**src/rtl/alu_mul_seq.sv**
```systemverilog
// Sequential radix-2 Booth multiplier that borrows a shared external ripple adder.
// One operation takes WIDTH RUN cycles plus a single DONE cycle.
//
// state | meaning
// IDLE  | waiting for start; adder drive parked at zero
// RUN   | one Booth add/subtract plus arithmetic right shift per cycle
// DONE  | one-cycle done pulse; hi/lo hold the product
module alu_mul_seq #(
  parameter int WIDTH = 32
) (
  input  logic             clk,
  input  logic             clr_n,
  input  logic             start,
  input  logic [WIDTH-1:0] ra,
  input  logic [WIDTH-1:0] rb,
  output logic             busy,
  output logic             done,
  output logic [WIDTH-1:0] hi,
  output logic [WIDTH-1:0] lo,
  output logic [WIDTH-1:0] add_a,
  output logic [WIDTH-1:0] add_b,
  output logic             add_cin,
  input  logic [WIDTH-1:0] add_s
);

  localparam int CW = $clog2(WIDTH + 1);
  localparam logic [CW-1:0] LAST = CW'(WIDTH - 1);

  typedef enum logic [1:0] {IDLE, RUN, DONE} state_t;

  state_t           state, state_nx;
  logic [WIDTH-1:0] a_q, q_q, m_q;
  logic             q1_q;
  logic [CW-1:0]    cnt_q;
  logic             ovf, msb;

  always_ff @(posedge clk or negedge clr_n) begin
    if (!clr_n) state <= IDLE;
    else        state <= state_nx;
  end

  always_comb begin
    state_nx = state;
    busy     = 1'b0;
    done     = 1'b0;
    add_a    = '0;
    add_b    = '0;
    add_cin  = 1'b0;
    case (state)
      IDLE: if (start) state_nx = RUN;
      RUN: begin
        busy  = 1'b1;
        add_a = a_q;
        case ({q_q[0], q1_q})
          2'b01: add_b = m_q;
          2'b10: begin
            add_b   = ~m_q;
            add_cin = 1'b1;
          end
          default: ;
        endcase
        if (cnt_q == LAST) state_nx = DONE;
      end
      DONE: begin
        done     = 1'b1;
        state_nx = IDLE;
      end
      default: state_nx = IDLE;
    endcase
  end

  // Correct the sign bit on signed overflow so M = -2^(WIDTH-1) stays exact.
  assign ovf = (add_a[WIDTH-1] == add_b[WIDTH-1]) && (add_s[WIDTH-1] != add_a[WIDTH-1]);
  assign msb = add_s[WIDTH-1] ^ ovf;

  always_ff @(posedge clk or negedge clr_n) begin
    if (!clr_n) begin
      a_q   <= '0;
      q_q   <= '0;
      m_q   <= '0;
      q1_q  <= 1'b0;
      cnt_q <= '0;
    end else begin
      case (state)
        IDLE: if (start) begin
          m_q   <= ra;
          q_q   <= rb;
          a_q   <= '0;
          q1_q  <= 1'b0;
          cnt_q <= '0;
        end
        RUN: begin
          a_q   <= {msb, add_s[WIDTH-1:1]};
          q_q   <= {add_s[0], q_q[WIDTH-1:1]};
          q1_q  <= q_q[0];
          cnt_q <= cnt_q + CW'(1);
        end
        default: ;
      endcase
    end
  end

  assign hi = a_q;
  assign lo = q_q;

endmodule

```
**config.mk**
```make
export PLATFORM = sky130hd
export DESIGN_NAME = alu_mul_seq
export DESIGN_NICKNAME = d
export VERILOG_FILES = /design/src/rtl/alu_mul_seq.sv
export SDC_FILE = /design/constraint.sdc
export NUM_CORES = 1
export LEC_CHECK = 0
export ABC_CLOCK_PERIOD_IN_PS = 1700
export BUFFER_PORTS_ARGS = -buffer_cell sky130_fd_sc_hd__buf_4
export CORE_MARGIN = 5
export CORE_UTILIZATION = 47
export DETAILED_ROUTE_END_ITERATION = 8
export GPL_TIMING_DRIVEN = 0
export PLACE_DENSITY_LB_ADDON = 0.12
export SYNTH_ARGS = -nofsm -noshare
export SYNTH_HDL_FRONTEND = slang
export SYNTH_SLANG_ARGS = --single-unit
export TNS_END_PERCENT = 100
```
**constraint.sdc**
```tcl
create_clock -name clk -period 1.7 [get_ports clk]
set_input_delay 0.255 -clock clk [delete_from_list [all_inputs] [get_ports clk]]
set_output_delay 0.255 -clock clk [all_outputs]
set_load 0.03 [all_outputs]
```
==> results.md <==
- Die ar.: 0.0126 sq mm
- Final clock skew: 0.0135 ns
- Diodes inserted: 0
- Final Hold Violating Endpoints: 0
- Total gr overflow: 0
- GPL Wtd Cong: roughly 0.83
- Routed vias/inst: 5.22
- Initial Util: between 40% and 50%
- Worst r2r dst: m_q[22]
- P_leak: 0.00419 uW
- Worst setup path start: q1_q
- Site Rows: 37
- TritonCTS clock tree: built
- Setup CP Type: reg2out
- Worst Setup Slack, final: -0.201 ns
- WP data required: about 1.4 ns
- Post-DP Area: roughly 0.0069 sq mm
- Root buffer cell: clkbuf_8
- Hold crit path type: in2reg
- Setup TNS: -8.63 ns
- DR DRC count: 0
- Tot Pwr: between 10000 and 15000 uW
- RSZ-0062 raised after global routing: true
- Buffers on Ports: 229
- Final min period: around 1.9 ns
- # IOs: 230
- TritonCTS Buffers: 9
- GR Util met1: between 30 and 40%
- Crit path capture: add_b[20]
- Avg Inst Size Synth: 8.62 sq um
- Post-synth EDFFs: 0
- Clock power frac: ~16%
- Ys Warns: 0
- Pwr dens: approximately 1300 mW/mm^2
- Total wire length: ~17000 um
- Initial antenna violation count: 0
- Asr flop ratio synth: 100%
- Clk pin slew, worst setup/hold paths: about 0.10 ns
- Max Transition Viols Final: 0
- Top FF cell, synth: dfrtp_1
- Worst-Margin Slew: 0.528 ns
- Latest clock arrival within the worst-skew pair: approximately 0.37 ns
- Sequential power share: between 30 and 40%
- P&R area growth vs syn: 68.9%
- Detailed-route via count: a little over 5000
- Logic pwr share: between 50 and 60%
- Synth Register Bits: around 110
- Largest net degree at the start of global routing: approximately 110
- DRT Pass-1 Iters: 5
- Mapped Area: slightly below 0.005 sq mm
- Dpl cells: roughly 940
- Die Y: around 110 um
- Endpoint type of the worst setup path: primary output
- WP data arrival: between 1.5 and 2 ns
- R2R Path Start: state[0]
- Mapped Nets: roughly 670
- Fmax: between 0.5 and 0.6 GHz
- Filler Cell Count: approximately 640
- R2R depth: 8
- Relative slew slack: 64.7%
- All-Layer GR Usage: ~25%
- Die X: around 110 um
- FF-to-FF setup slack: -0.10 ns
- Htree depth: 3
- Crit-path max FO: 10
- Max Cap Viol: 0
- Yosys cell types: 30
- Nets@finish: 940
- NetSw: between 4000 and 5000 uW
- Post-Synthesis Cells: about 570
- Post-DP HPWL: ~11000 um
- Routed Antenna Nets: 0
- Setup crit start kind: flop
- Non-Filler Instances: about 1000
- Layout cells sized above 1: 52.2%
- CTS max path bufs: 2
- Core region area: between 0.01 and 0.015 sq mm
- Crit share post-route: 112%
- CTS Sinks: approximately 110
- Failing checks: setup timing
- Pint: 6360 uW
- Max VDD drop: around 0.83 mV
- Sw Share: about two fifths
- Drt wl/cell: ~17 um
- Vias in the first global route: around 5000
- Outcome: finished, violations left
- Gr busiest metal: met2
- Sequential area share after synthesis: 53.3%
- Met3 GRT Util: under 10%
- Initial drt markers: roughly 300
- Final setup violation count: between 90 and 100
- GR Layer Usage met2: a little over two fifths
- Final Cell Area: ~0.0083 sq mm
- First-pass GRT wire length: around 26000 um
[cells in the mapped netlist (2+ instances only)]
cell / n / area [sq um]
nand2_1: 173 / 649
dfrtp_1: 105 / 2630
nor2_1: 91 / 342
nand3_1: 37 / 185
and2_1: 33 / 206
mux2i_1: 31 / 310
o22ai_1: 30 / 188
clkbuf_1: 21 / 78.8
buf_2: 14 / 70.1
buf_6: 4 / 45.0
nor2b_1: 4 / 25.0
o21ai_0: 4 / 20.0
a22oi_1: 3 / 22.5
buf_1: 3 / 11.3
inv_1: 3 / 11.3
nor3b_1: 2 / 15.0
[cell type report]
cell class	instances	area (sq um)	area share, %
well taps	136	170	2.04
multi-input cells	422	2550	30.6
plain buffers	41	430	5.17
repair buffers	258	2310	27.7
inverters	3	13.8	0.165
clock inverters	2	60.1	0.721
flip-flops and latches	105	2630	31.6
clock buffers	14	163	1.95
[power groups by stage]
stage | Sequential, uW | Combinational, uW | Clock (uW)
after global placement | 3490 | 4450 | 0
final | 3570 | 5410 | 1740
after floorplan | 4060 | 2190 | 0
after detailed placement | 3520 | 4520 | 0
after CTS | 3480 | 4990 | 1770
after global routing | 3650 | 5730 | 1880
[repair_timing]
item	in CTS	in global routing
gates resized for setup	122	152
cloned	1	7
setup endpoints to repair	81	129
pin swaps	5	33
setup buffers	10	10
hold buffers	0	1
endpoints found under the hold margin	0	105
[registers in the layout, summed over array words and instances, names as in the netlist]
signal  count
hi         32
lo         32
m_q        32
cnt_q       6
state       2
q1_q        1
[metrics by stage]
| stage | setup slack [ns] | utilization (%) | hold slack (ns) |
|---|---|---|---|
| final | -0.201 | 81.0 | 0.0719 |
| after global routing | -0.270 | 81.0 | 0.0541 |
| after CTS | -0.142 | 74.0 | 0.0587 |
| after detailed placement | -0.212 | 67.1 | 0.448 |
| after global placement | -0.178 | 67.1 | 0.444 |
| after floorplan | 0.0192 | - | -0.0406 |
[logic make-up (layout without fill, tap and decap cells)]
| logic type | count (synthesis) | count (layout) | share of synthesized area, % |
|---|---|---|---|
| mux | 31 | 31 | 6.29 |
| xor+xnor | 1 | 1 | 0.178 |
| fa+ha+maj | 1 | 1 | 0.254 |
| compound gates | 45 | 45 | 5.99 |
| simple gates | 344 | 344 | 29.6 |
| flops | 105 | 105 | 53.3 |
| buf+inv | 45 | 318 | 4.39 |
[worst max-delay path: stages, from the launching register on]
cell      delay (ns)
dfrtp_2         0.44
nor2b_4         0.23
clkbuf_8        0.19
mux2i_1         0.11
nor2_2          0.15
buf_6           0.15
[how the worst min path moves through the flow]
stage / start / to / depth (start not counted)
after detailed placement: add_s[23] / hi[22] / 3
after CTS: add_s[23] / hi[22] / 3
after global routing: add_s[1] / hi[0] / 3
after global placement: add_s[14] / hi[13] / 3
after floorplan: clr_n / cnt_q[0] / 0
final: add_s[23] / hi[22] / 3
[placed cells by master (no fill, tap or decap), types with 2 or more instances in the layout]
| master | netlist | layout |
|---|---|---|
| a22oi_1 | 3 | 3 |
| and2_4 | 0 | 32 |
| buf_2 | 14 | 6 |
| buf_4 | 0 | 192 |
| buf_6 | 4 | 67 |
| buf_8 | 0 | 13 |
| bufinv_16 | 0 | 2 |
| clkbuf_1 | 21 | 6 |
| clkbuf_16 | 0 | 7 |
| clkbuf_2 | 0 | 3 |
| clkbuf_8 | 0 | 15 |
| dfrtp_1 | 105 | 103 |
| dfrtp_2 | 0 | 2 |
| mux2i_1 | 31 | 31 |
| nand2_1 | 173 | 138 |
| nand2_2 | 0 | 33 |
| nand2_4 | 0 | 2 |
| nand3_1 | 37 | 37 |
| nor2_1 | 91 | 59 |
| nor2_2 | 0 | 31 |
| nor2b_1 | 4 | 2 |
| nor2b_4 | 0 | 2 |
| nor3b_4 | 0 | 2 |
| o21ai_0 | 4 | 3 |
| o22ai_1 | 30 | 8 |
| o22ai_2 | 0 | 20 |
| o22ai_4 | 0 | 2 |
[layer usage]
layer / part of all wire, % / up-vias
li1: - / 2390
met1: 40 / 2483
met2: 51 / 198
met3: 6.1 / 45
met4: 3.4 / 0
met5: 0 / -
No activity file was read; power rests on OpenSTA's default activity.
